$ cat config.mk
export PLATFORM = sky130hd
export DESIGN_NAME = sha256_host_ctrl
export DESIGN_NICKNAME = d
export VERILOG_FILES = /design/src/rtl/sha256_pkg.sv /design/src/rtl/sha256_host_ctrl.sv
export SDC_FILE = /design/constraint.sdc
export NUM_CORES = 1
export LEC_CHECK = 0
export CAP_MARGIN = 5
export CORE_ASPECT_RATIO = 0.5
export CORE_UTILIZATION = 45
export CTS_CLUSTER_DIAMETER = 100
export CTS_CLUSTER_SIZE = 16
export DETAILED_ROUTE_END_ITERATION = 10
export PLACE_DENSITY = 0.86
export SYNTH_ARGS = -nofsm -noshare
export SYNTH_HDL_FRONTEND = slang
export SYNTH_SLANG_ARGS = --single-unit
$ cat constraint.sdc
create_clock -name clk -period 5.1 [get_ports clk]
set_clock_uncertainty 0.15 [all_clocks]
set_input_delay 0.51 -clock clk [delete_from_list [all_inputs] [get_ports clk]]
set_output_delay 0.51 -clock clk [all_outputs]
set_load 0.05 [all_outputs]
$ cat src/rtl/sha256_pkg.sv
// Shared definitions for the SHA-256 core and its host-side controller:
// controller state encoding, digest size and default memory map.
package sha256_pkg;

    // Number of 32-bit words in a SHA-256 digest (h0..h7).
    localparam int unsigned DIGEST_WORDS = 8;

    // Default message length and memory map of the shared message memory.
    localparam int unsigned DEFAULT_NUM_OF_WORDS = 20;
    localparam logic [15:0] DEFAULT_MSG_ADDR     = 16'h0000;
    localparam logic [15:0] DEFAULT_OUT_ADDR     = 16'h0100;

    // Host controller states.
    typedef enum logic [2:0] {
        ST_IDLE    = 3'd0,
        ST_LOAD    = 3'd1,
        ST_FLUSH   = 3'd2,
        ST_KICK    = 3'd3,
        ST_WAIT    = 3'd4,
        ST_RD_ADDR = 3'd5,
        ST_RD_DATA = 3'd6,
        ST_DRAIN   = 3'd7
    } host_state_e;

    // Word address arithmetic; sums wrap modulo 2^16.
    function automatic logic [15:0] word_addr(input logic [15:0] base,
                                              input logic [15:0] offset);
        return base + offset;
    endfunction

endpackage

$ cat src/rtl/sha256_host_ctrl.sv
// Host-side controller for the SHA-256 core: writes a streamed message into
// the shared message memory, starts the core, waits for it to finish, then
// reads the eight digest words back and streams them out.
module sha256_host_ctrl
    import sha256_pkg::*;
#(
    parameter int unsigned NUM_OF_WORDS = DEFAULT_NUM_OF_WORDS,
    parameter logic [15:0] MSG_ADDR     = DEFAULT_MSG_ADDR,
    parameter logic [15:0] OUT_ADDR     = DEFAULT_OUT_ADDR
) (
    input  logic        clk,
    input  logic        reset_n,
    // message input stream
    input  logic        in_valid,
    output logic        in_ready,
    input  logic [31:0] in_data,
    // digest output stream
    output logic        out_valid,
    input  logic        out_ready,
    output logic [31:0] out_data,
    output logic        out_last,
    // core control
    output logic        sha_start,
    input  logic        sha_done,
    output logic [15:0] message_addr,
    output logic [15:0] output_addr,
    // shared memory port
    output logic        host_mem_sel,
    output logic        mem_clk,
    output logic        mem_we,
    output logic [15:0] mem_addr,
    output logic [31:0] mem_write_data,
    input  logic [31:0] mem_read_data,
    // status
    output logic        busy
);

    localparam logic [7:0] LAST_IDX = 8'(NUM_OF_WORDS - 1);
    localparam logic [2:0] LAST_K   = 3'(DIGEST_WORDS - 1);

    host_state_e state;
    host_state_e state_nxt;

    logic [7:0] idx;
    logic [2:0] k;
    logic       in_hs;
    logic       out_hs;
    logic       rd_launch;
    logic [2:0] rd_k;

    assign message_addr = MSG_ADDR;
    assign output_addr  = OUT_ADDR;
    assign mem_clk      = clk;

    assign in_hs  = (state == ST_LOAD) && in_valid;
    assign out_hs = (state == ST_DRAIN) && out_valid && out_ready;

    // A digest read is launched when the core finishes, and after every
    // accepted digest word except the last one. rd_k is the word it fetches.
    assign rd_launch = ((state == ST_WAIT) && sha_done) ||
                       (out_hs && (k != LAST_K));
    assign rd_k      = (state == ST_DRAIN) ? (k + 3'd1) : k;

    // State register.
    always_ff @(posedge clk or negedge reset_n) begin
        if (!reset_n) begin
            state <= ST_IDLE;
        end else begin
            state <= state_nxt;
        end
    end

    // Next-state decode and state-derived outputs.
    always_comb begin
        state_nxt    = state;
        in_ready     = 1'b0;
        sha_start    = 1'b0;
        host_mem_sel = 1'b0;
        busy         = 1'b1;
        case (state)
            ST_IDLE: begin
                busy = 1'b0;
                // Only wakes up here; the word is taken in LOAD.
                if (in_valid) begin
                    state_nxt = ST_LOAD;
                end
            end
            ST_LOAD: begin
                in_ready     = 1'b1;
                host_mem_sel = 1'b1;
                if (in_hs && (idx == LAST_IDX)) begin
                    state_nxt = ST_FLUSH;
                end
            end
            ST_FLUSH: begin
                // Final registered write is on the port this cycle.
                host_mem_sel = 1'b1;
                state_nxt    = ST_KICK;
            end
            ST_KICK: begin
                // Core owns the memory; wait for it to leave idle.
                sha_start = 1'b1;
                if (!sha_done) begin
                    state_nxt = ST_WAIT;
                end
            end
            ST_WAIT: begin
                if (sha_done) begin
                    state_nxt = ST_RD_ADDR;
                end
            end
            ST_RD_ADDR: begin
                host_mem_sel = 1'b1;
                state_nxt    = ST_RD_DATA;
            end
            ST_RD_DATA: begin
                host_mem_sel = 1'b1;
                state_nxt    = ST_DRAIN;
            end
            ST_DRAIN: begin
                host_mem_sel = 1'b1;
                if (out_hs) begin
                    state_nxt = (k == LAST_K) ? ST_IDLE : ST_RD_ADDR;
                end
            end
            default: begin
                state_nxt = ST_IDLE;
            end
        endcase
    end

    // Message word index; restarts from zero for every run.
    always_ff @(posedge clk or negedge reset_n) begin
        if (!reset_n) begin
            idx <= 8'd0;
        end else if (state == ST_IDLE) begin
            idx <= 8'd0;
        end else if (in_hs) begin
            idx <= (idx == LAST_IDX) ? 8'd0 : (idx + 8'd1);
        end
    end

    // Digest word index; 3-bit, wraps back to zero after h7.
    always_ff @(posedge clk or negedge reset_n) begin
        if (!reset_n) begin
            k <= 3'd0;
        end else if (state == ST_IDLE) begin
            k <= 3'd0;
        end else if (out_hs) begin
            k <= k + 3'd1;
        end
    end

    // Registered memory port: one write per accepted word, one cycle later,
    // and the digest read address set up on entry to RD_ADDR.
    always_ff @(posedge clk or negedge reset_n) begin
        if (!reset_n) begin
            mem_we         <= 1'b0;
            mem_addr       <= 16'h0000;
            mem_write_data <= 32'h0000_0000;
        end else begin
            mem_we <= in_hs;
            if (in_hs) begin
                mem_addr       <= word_addr(MSG_ADDR, {8'd0, idx});
                mem_write_data <= in_data;
            end else if (rd_launch) begin
                mem_addr <= word_addr(OUT_ADDR, {13'd0, rd_k});
            end
        end
    end

    // Digest output register; data and last flag hold while the sink stalls.
    always_ff @(posedge clk or negedge reset_n) begin
        if (!reset_n) begin
            out_valid <= 1'b0;
            out_data  <= 32'h0000_0000;
            out_last  <= 1'b0;
        end else if (state == ST_RD_DATA) begin
            out_valid <= 1'b1;
            out_data  <= mem_read_data;
            out_last  <= (k == LAST_K);
        end else if (out_hs) begin
            out_valid <= 1'b0;
            out_last  <= 1'b0;
        end
    end

endmodule

==> metrics.md, run 1 <==
| Metric | Value |
|---|---|
| Status | finished clean |
| Number of global-route vias before repair | 2925 |
| Die W | 136.5 um |
| Commonest non-fill, non-tap cell in the layout | clkdlybuf4s50_1 |
| Async S/R FF share, synth | 1.000 |
| Worst setup EP type | output port |
| Drt wl/cell | 15.13 um |
| GR Util All Layers | 0.2057 |
| Delay-heaviest family, CP | buffers and inverters |
| Total gr overflow | 0 |
| Largest fanout on the critical path | 2 |
| Initial DRC count | 128 |
| Die ar. | 9458 um^2 |
| Clock slew at reported path FFs | 60 ps |
| Vias | 2833 |
| Layout cell share with drive strength beyond 1 | 0.1514 |
| Yosys warns | 0 |
| Setup TNS | 0 ps |
| Worst rel slew slack | 0.4944 |
| DRC | 0 |
| Total leakage power | 2.525 nW |
| Worst Max-Slew Pin Slew | 758.5 ps |
| Commonest non-fill, non-tap cells in the layout | clkdlybuf4s50_1 (148), dfrtp_1 (90), mux2_2 (40) |
| Worst Path Buf+Inv | 3 |
| Antenna cells | 0 |
| WL final | 8868 um |
| I/O pins | 189 |
| Ys flop type | dfrtp_1 |
| P&R area growth vs syn | 44.30% |
| Crit-path max cell delay | 690 ps |
| Count of cell types in the netlist | 42 |
| Max-cap violations | 0 |
| Nets | 536 |
| Post-Syn Instances | 316 |
| Worst vdd ir | 0.0007083 V |
| Slew Limit Fails | 0 |
| Post-DRT Antenna Nets | 0 |
| Kind of critical path | clk2out |
| Syn Area/Cell | 12.89 um^2 |
| Most common cell on crit path | clkbuf_16 |
| Netlist Area Pre-Place | 4073 um^2 |
| Worst EP arrival | 3490 ps |
| Critical Path Start Type | clock port |
| Count of input and output buffers | 149 |
| Pre-antenna DRT Iters | 4 |
| Die height | 69.27 um |
| Initial Utilization | 0.4661 |
| Seq/Total Area, Yosys | 0.5530 |
| CTS tree | built |
| Resized cells post-CTS | 0 |
| Clock Latency Late Sink | 450 ps |
| Setup repair after global routing missed its margin | no |
| DP HPWL | 6131 um |
| Core area | 8738 um^2 |
| Post-synth EDFFs | 0 |
| Worst hold path class | reg2reg |
| Power Density | 765.5 nW/um^2 |
| Final hold slack | 333.6 ps |
| Worst EP required | 4440 ps |
| Total of fill cells in the finished design | 633 |
| Post-synthesis sequential element count | 90 |
| Setup violators final | 0 |
| Final Wtd Congestion | 0.7788 |
| Crit-path cells | clkbuf_16 -> clkbuf_16 -> clkdlybuf4s50_1 |
| Final hold violation count | 0 |
| Critical-path top delay cell | clkdlybuf4s50_1 |
| Global-route wire length before repair | 14550 um |
| Vias per cell | 4.834 |
| Initial antenna violation count | 0 |
| Largest net degree at the start of global routing | 61 |
| Placement Rows | 24 |
## timing repair
action	in CTS	in global routing
hold buffers	1	0
endpoints found under the hold margin	30	0
setup buffers	0	0
## flip-flops by register name, summed over array words and instances (netlist names), 3 cells and up
signal,flops
state,3
k,3
mem_write_data,32
mem_addr,9
idx,8
out_data,32
## layout make-up
cell class                 instances  area [um^2]  area share
multi-input combinational        203         1521      0.2589
sequential                        90         2252      0.3832
inverter                           5        18.77    0.003194
timing repair buffer             151         1504      0.2559
tap                              117        146.4     0.02491
clock inverter                     7        123.9     0.02108
clock buffer                      13        310.3     0.05280
## where the power goes
part	switching [mW]	total (mW)	internal, mW	leakage, nW
Combinational	1.49	2.34	0.848	1.22
Sequential	0.213	1.23	1.02	1.10
Clock	0.331	0.927	0.596	0.208
Total	2.03	4.50	2.47	2.53
## worst paths after layout
path	from	to	slack, ps	cells past startpoint
min in group asynchronous	reset_n	mem_addr[6]	380	2
worst max register to register	state[1]	mem_addr[0]	2830	3
max in group asynchronous	reset_n	out_data[22]	3330	3
worst min register to register	mem_write_data[27]	mem_write_data[27]	330	1
worst max-delay path	clk	mem_clk	950	3
worst min-delay path	mem_write_data[27]	mem_write_data[27]	330	1
## synthesized netlist by cell type, types with 4 or more instances
cell,number,area (um^2)
a21oi_1,9,45.04
a22o_1,6,52.55
buf_2,8,40.04
buf_4,40,300.3
buf_6,7,78.83
dfrtp_1,90,2252
inv_1,4,15.01
mux2_1,24,270.3
mux2_2,40,450.4
nand2_1,19,71.32
nand3_1,8,40.04
nor2_1,9,33.78
nor3_1,6,30.03
o21ai_0,5,25.02
o21ai_1,5,25.02
## cell families (layout without fill, tap and decap cells)
| logic type | after synthesis | in the layout | share of synthesized area |
|---|---|---|---|
| adder cells (fa/ha/maj) | 3 | 3 | 0.009218 |
| XOR/XNOR | 4 | 4 | 0.008604 |
| AND/OR/NAND/NOR | 53 | 53 | 0.07097 |
| AO/OA/AOI/OAI | 37 | 37 | 0.06329 |
| other | 2 | 39 | 0.001844 |
| buffers and inverters | 60 | 176 | 0.1075 |
| flip-flops | 90 | 90 | 0.5530 |
| multiplexers | 67 | 67 | 0.1856 |
## metrics by stage
stage	util	instances	cell area [um^2]	worst slack, ps	total power, mW
final	0.6725	586	5877	948.4	4.499
after global routing	0.6725	586	5877	941.8	4.694
after CTS	0.6725	586	5877	942.9	4.538
after detailed placement	0.6229	566	5443	1218	3.625
after global placement	0.6229	566	5443	1218	3.574
after floorplan	-	353	4212	1723	2.899
## layer usage
metal,GRT usage,wire length [um],vias to the layer above
met3,0.09942,787,16
met5,0,0,-
li1,-,-,1324
met1,0.2206,3451,1368
met2,0.3452,4457,125
met4,0.08765,172,0
(Power assumes the default switching activity.)
==> run 2, diff against run 1 <==
--- a/config.mk
+++ b/config.mk
@@ -7,11 +7,11 @@
 export LEC_CHECK = 0
 export CAP_MARGIN = 5
 export CORE_ASPECT_RATIO = 0.5
-export CORE_UTILIZATION = 45
+export CORE_UTILIZATION = 41
 export CTS_CLUSTER_DIAMETER = 100
 export CTS_CLUSTER_SIZE = 16
 export DETAILED_ROUTE_END_ITERATION = 10
-export PLACE_DENSITY = 0.86
+export PLACE_DENSITY = 0.8
 export SYNTH_ARGS = -nofsm -noshare
 export SYNTH_HDL_FRONTEND = slang
 export SYNTH_SLANG_ARGS = --single-unit
==> constraint.sdc (replaced) <==
create_clock -name clk -period 4.3 [get_ports clk]
set_clock_uncertainty 0.15 [all_clocks]
set_input_delay 0.43 -clock clk [delete_from_list [all_inputs] [get_ports clk]]
set_output_delay 0.43 -clock clk [all_outputs]
set_load 0.05 [all_outputs]
==> run 2 against run 1 <==
Net effect:
- global-route usage shrank 2.7 points
- worst setup slack lost 320 ps
- largest power group unchanged
- flip-flop and latch count is the same
- routed wire length shrank 1.1%
- critical path depth is the same
- final area grew 0.26%
- via count grew 0.25%
==> metrics.md, run 2 (synthesized netlist as in run 1, its figures left out) <==
| Metric | Value |
|---|---|
| Largest net degree at the start of global routing | 63 (+3.3%) |
| P&R area growth vs syn | 44.67% |
| Max-cap violations | 0 (unchanged) |
| Clock Latency Late Sink | 440 ps (about the same) |
| Total gr overflow | 0 (unchanged) |
| FF-to-FF End | mem_addr[1] |
| Total Power | 5.309 mW (+18%) |
| Die height | 72.48 um (+4.6%) |
| Total of fill cells in the finished design | 783 (+24%) |
| Status | finished clean |
| Worst R2R Start | state[1] |
| Setup TNS | 0 ps (unchanged) |
| Placement Rows | 25 (+4.2%) |
| Core area | 9540 um^2 (+9.2%) |
| Worst vdd ir | 0.0004943 V (-30%) |
| Final Wtd Congestion | 0.7960 (+2.2%) |
| Final WS setup | 630.7 ps (-317.7 ps) |
| Worst Max-Slew Pin Slew | 804.3 ps (+45.81 ps) |
| Hold Path Sink | mem_write_data[18] |
| Initial Utilization | 0.4269 (-0.03918) |
| Worst hold path class | reg2reg |
| DRC | 0 (unchanged) |
| Final Core Density | 0.6176 (-0.05496) |
| Count of input and output buffers | 149 (unchanged) |
| HP Start | mem_write_data[18] |
| GR Util All Layers | 0.1785 (-0.02723) |
| Pre-antenna DRT Iters | 4 (unchanged) |
| Worst setup EP type | output port |
| Setup violators final | 0 (unchanged) |
| Setup WS pre-CTS | 897.9 ps (-320.0 ps) |
| Fin area | 5892 um^2 (+0.26%) |
| Clock slew at reported path FFs | 60 ps (about the same) |
| Setup repair after global routing missed its margin | no |
| Drt wl/cell | 14.54 um (-3.9%) |
| Commonest non-fill, non-tap cell in the layout | clkdlybuf4s50_1 |
| Final hold violation count | 0 (unchanged) |
| I/O pins | 189 (unchanged) |
| Worst EP required | 3720 ps (-720 ps) |
| Power Density | 901.0 nW/um^2 (+18%) |
| Post-DP Area | 5465 um^2 (+0.41%) |
| Nets | 536 (unchanged) |
| CTS tree | built |
| Number of global-route vias before repair | 2788 (-4.7%) |
| Kind of critical path | clk2out |
| Final hold slack | 333.3 ps (-0.3460 ps) |
| Antenna cells | 0 (unchanged) |
| Final Instance Count excl. Fillers | 603 (+2.9%) |
| Critical Path Start Type | clock port |
| R2R depth | 3 (unchanged) |
| Die W | 143.0 um (+4.7%) |
| Vias | 2840 (+0.25%) |
| Largest fanout on the critical path | 2 (unchanged) |
| Slew Limit Fails | 0 (unchanged) |
| Post-DRT Antenna Nets | 0 (unchanged) |
| Initial antenna violation count | 0 (unchanged) |
| Vias per cell | 4.710 (-2.6%) |
| Worst EP arrival | 3090 ps (-400 ps) |
| Die ar. | 10360 um^2 (+9.5%) |
| Worst rel slew slack | 0.4638 (-0.03054) |
| DP HPWL | 6071 um (-0.98%) |
| Global-route wire length before repair | 13840 um (-4.9%) |
| # placed instances | 584 (+3.2%) |
| Commonest non-fill, non-tap cells in the layout | clkdlybuf4s50_1 (148), dfrtp_1 (90), mux2_2 (40) |
| Layout cell share with drive strength beyond 1 | 0.1496 (-0.001813) |
| Hold path cells | 1 (unchanged) |
| WL final | 8769 um (-1.1%) |
| Total leakage power | 2.523 nW (about the same) |
| Reg2reg setup slack | 2050 ps (-780 ps) |
| Largest regs | mem_write_data x32, out_data x32, mem_addr x9 |
| Initial DRC count | 152 (+19%) |
==> run 2: changes by cell type in the layout (fill, tap and decap cells not counted), sizes merged <==
cell	previous run	this run
inv	7	5
clkbuf	12	13
==> run 2: timing repair <==
action                     4_1_cts  5_1_grt
setup endpoints to repair        0        0
resized for setup                0        0
hold buffers                     1        0
buffers inserted                 0        0
hold endpoints to repair        61        0
==> run 2: power by group <==
group,switching (mW),leakage (nW),internal (mW)
sequential,0.249,1.10,1.21
clock,0.379,0.205,0.714
combinational,1.75,1.22,1.00
total,2.38,2.52,2.93
==> run 2: layout make-up <==
| cell class | instances | area (um^2) | share of cell area |
|---|---|---|---|
| clock buffers | 14 | 324.1 | 0.05500 |
| clock inverters | 5 | 102.6 | 0.01741 |
| repair buffers | 151 | 1504 | 0.2553 |
| multi-input cells | 203 | 1521 | 0.2582 |
| inverters | 5 | 18.77 | 0.003185 |
| well taps | 135 | 168.9 | 0.02867 |
| flip-flops and latches | 90 | 2252 | 0.3822 |
==> run 2: metal layers <==
metal  GRT usage  vias up  share of wire
li1            -     1313              -
met1      0.2148     1395           0.42
met2      0.2867      118           0.49
met3     0.06931       14          0.074
met4     0.08005        0          0.016
met5           0        -              0
==> run 2: how the worst max path moves through the flow <==
| stage | from | end | depth (start not counted) |
|---|---|---|---|
| 2_1_floorplan | clk | mem_clk | 1 |
| 3_3_place_gp | clk | mem_clk | 1 |
| 3_5_place_dp | clk | mem_clk | 1 |
| 4_1_cts | clk | mem_clk | 3 |
| 5_1_grt | clk | mem_clk | 3 |
| 6_report | clk | mem_clk | 3 |
==> run 2: worst max-delay path, stage by stage <==
cell             delay (ps)
clkbuf_16               120
clkbuf_16               130
clkdlybuf4s50_1         690
==> run 3, diff against run 2 <==
--- a/config.mk
+++ b/config.mk
@@ -6,7 +6,6 @@
 export NUM_CORES = 1
 export LEC_CHECK = 0
 export CAP_MARGIN = 5
-export CORE_ASPECT_RATIO = 0.5
 export CORE_UTILIZATION = 41
 export CTS_CLUSTER_DIAMETER = 100
 export CTS_CLUSTER_SIZE = 16
==> run 3 against run 2 <==
Net effect:
- routed wire length is 2.0% lower
- cell count is 0.33% lower
- worst setup slack better by 21 ps
- critical path depth stayed put
- flip-flop and latch count stayed put
- non-clock buffer count is 1 lower
- final area is 3.4% lower
- total power is 8.3% lower
- critical endpoint unchanged
- highest routed layer unchanged
==> metrics.md, run 3 (synthesized netlist as in run 1, its figures left out) <==
| Metric | Value |
|---|---|
| Count of input and output buffers | 149 (unchanged) |
| Worst Max-Slew Pin Slew | 858.7 ps (+54.45 ps) |
| Setup TNS | 0 ps (unchanged) |
| Worst hold path class | reg2reg |
| Initial DRC count | 83 (-45%) |
| Core area | 9684 um^2 (+1.5%) |
| Global-route wire length before repair | 13570 um (-2.0%) |
| Final hold violation count | 0 (unchanged) |
| Kind of critical path | clk2out |
| Critical Path Start Type | clock port |
| Die W | 101.7 um (-29%) |
| Setup violators final | 0 (unchanged) |
| Total leakage power | 2.426 nW (-3.8%) |
| Final Wtd Congestion | 0.8216 (+3.2%) |
| Die ar. | 10340 um^2 (-0.24%) |
| Vias | 2857 (+0.60%) |
| Total of fill cells in the finished design | 831 (+6.1%) |
| Setup repair after global routing missed its margin | no |
| CTS tree | built |
| Largest regs | mem_write_data x32, out_data x32, mem_addr x9 |
| Initial Utilization | 0.4205 (-0.006343) |
| Worst R2R Start | state[1] |
| Most common cell on crit path | clkbuf_8 |
| Vias per cell | 4.754 (+0.93%) |
| Pre-antenna DRT Iters | 5 (+1) |
| Largest net degree at the start of global routing | 58 (-7.9%) |
| Worst EP arrival | 3070 ps (-20 ps) |
| GR Util All Layers | 0.1747 (-0.003817) |
| DRC | 0 (unchanged) |
| Fin area | 5694 um^2 (-3.4%) |
| Max-cap violations | 0 (unchanged) |
| Worst EP required | 3720 ps (about the same) |
| Clock Latency Late Sink | 450 ps (about the same) |
| Worst setup EP type | output port |
| Nets | 535 (-0.19%) |
| Antenna cells | 0 (unchanged) |
| Layout cell share with drive strength beyond 1 | 0.1474 (-0.002137) |
| Placement Rows | 36 (+44%) |
| WL final | 8590 um (-2.0%) |
| P&R area growth vs syn | 39.82% |
| Worst vdd ir | 0.0006006 V (+22%) |
| DP HPWL | 6285 um (+3.5%) |
| HP Start | mem_write_data[30] |
| Die height | 101.7 um (+40%) |
| Post-CTS Setup Bufs | 0 (unchanged) |
| Number of global-route vias before repair | 2898 (+3.9%) |
| I/O pins | 189 (unchanged) |
| Reg area | 2252 um^2 (unchanged) |
| Post-DRT Antenna Nets | 0 (unchanged) |
| Largest fanout on the critical path | 2 (unchanged) |
| Crit-path cells | clkbuf_8 -> clkbuf_8 -> clkdlybuf4s50_1 |
| Initial antenna violation count | 0 (unchanged) |
| Status | finished clean |
| Slew Limit Fails | 0 (unchanged) |
| Area of the multi-input gates | 1526 um^2 (+0.33%) |
| Drt wl/cell | 14.29 um (-1.7%) |
| Clock slew at reported path FFs | 80 ps (+20 ps) |
| Total gr overflow | 0 (unchanged) |
| Post-DP Area | 5460 um^2 (about the same) |
| Commonest non-fill, non-tap cell in the layout | clkdlybuf4s50_1 |
| Critical-path top delay cell | clkdlybuf4s50_1 |
| Commonest non-fill, non-tap cells in the layout | clkdlybuf4s50_1 (148), dfrtp_1 (90), mux2_2 (40) |
| Final hold slack | 340.0 ps (+6.676 ps) |
| Power Density | 855.0 nW/um^2 (-5.1%) |
| Worst Setup SP | clk |
| Crit-path max cell delay | 690 ps (about the same) |
| Worst rel slew slack | 0.4269 (-0.03696) |
-- run 3: cell count changes in the layout (fill, tap and decap cells not counted), moves of 2 or more --
cell	change
clkbuf_16	-12
clkbuf_1	+2
clkbuf_8	+13
bufinv_16	-3
-- run 3: critical path: cells and delay by family --
kind	cells	cell delay, ps
buf+inv	3	920
-- run 3: power by group --
group          internal [mW]  leakage [nW]  switching (mW)
clock network          0.318         0.111           0.333
registers               1.21          1.10           0.251
logic                   1.01          1.22            1.75
-- run 3: final timing paths --
check,end,slack [ps],cells after the start
worst max-delay path,mem_clk,650,3
worst min-delay path,mem_write_data[30],340,1
worst max register to register,out_data[20],1940,2
worst min register to register,mem_write_data[30],340,1
max in group asynchronous,mem_write_data[17],2660,3
min in group asynchronous,out_data[11],440,2
-- run 3: layout make-up --
cell class              count  share of cell area
multi-input cells         203              0.2681
repair buffers            150              0.2628
flip-flops and latches     90              0.3955
clock inverters             3            0.004175
well taps                 133             0.02922
inverters                   5            0.003296
clock buffers              17             0.03692
-- run 3: metal layers --
| layer | part of all wire | global-route usage |
|---|---|---|
| met3 | 0.10 | 0.07108 |
| met1 | 0.40 | 0.1976 |
| met4 | 0.015 | 0.09588 |
| met5 | 0 | 0 |
| met2 | 0.48 | 0.2817 |
-- run 3: stage by stage --
step / power [mW] / utilization / cells / setup slack (ps)
global placement: 4.247 / 0.5638 / 581 / 897.9
detailed placement: 4.306 / 0.5638 / 581 / 897.9
floorplan: 3.438 / - / 353 / 1403
global route: 5.128 / 0.5880 / 601 / 633.1
finish: 4.869 / 0.5880 / 601 / 651.3
CTS: 4.922 / 0.5880 / 601 / 643.5
-- run 3: repair_timing --
| action | in CTS | in global routing |
|---|---|---|
| gates resized for setup | 0 | 0 |
| hold endpoints to repair | 56 | 0 |
| setup endpoints to repair | 0 | 0 |
| hold buffers | 1 | 0 |
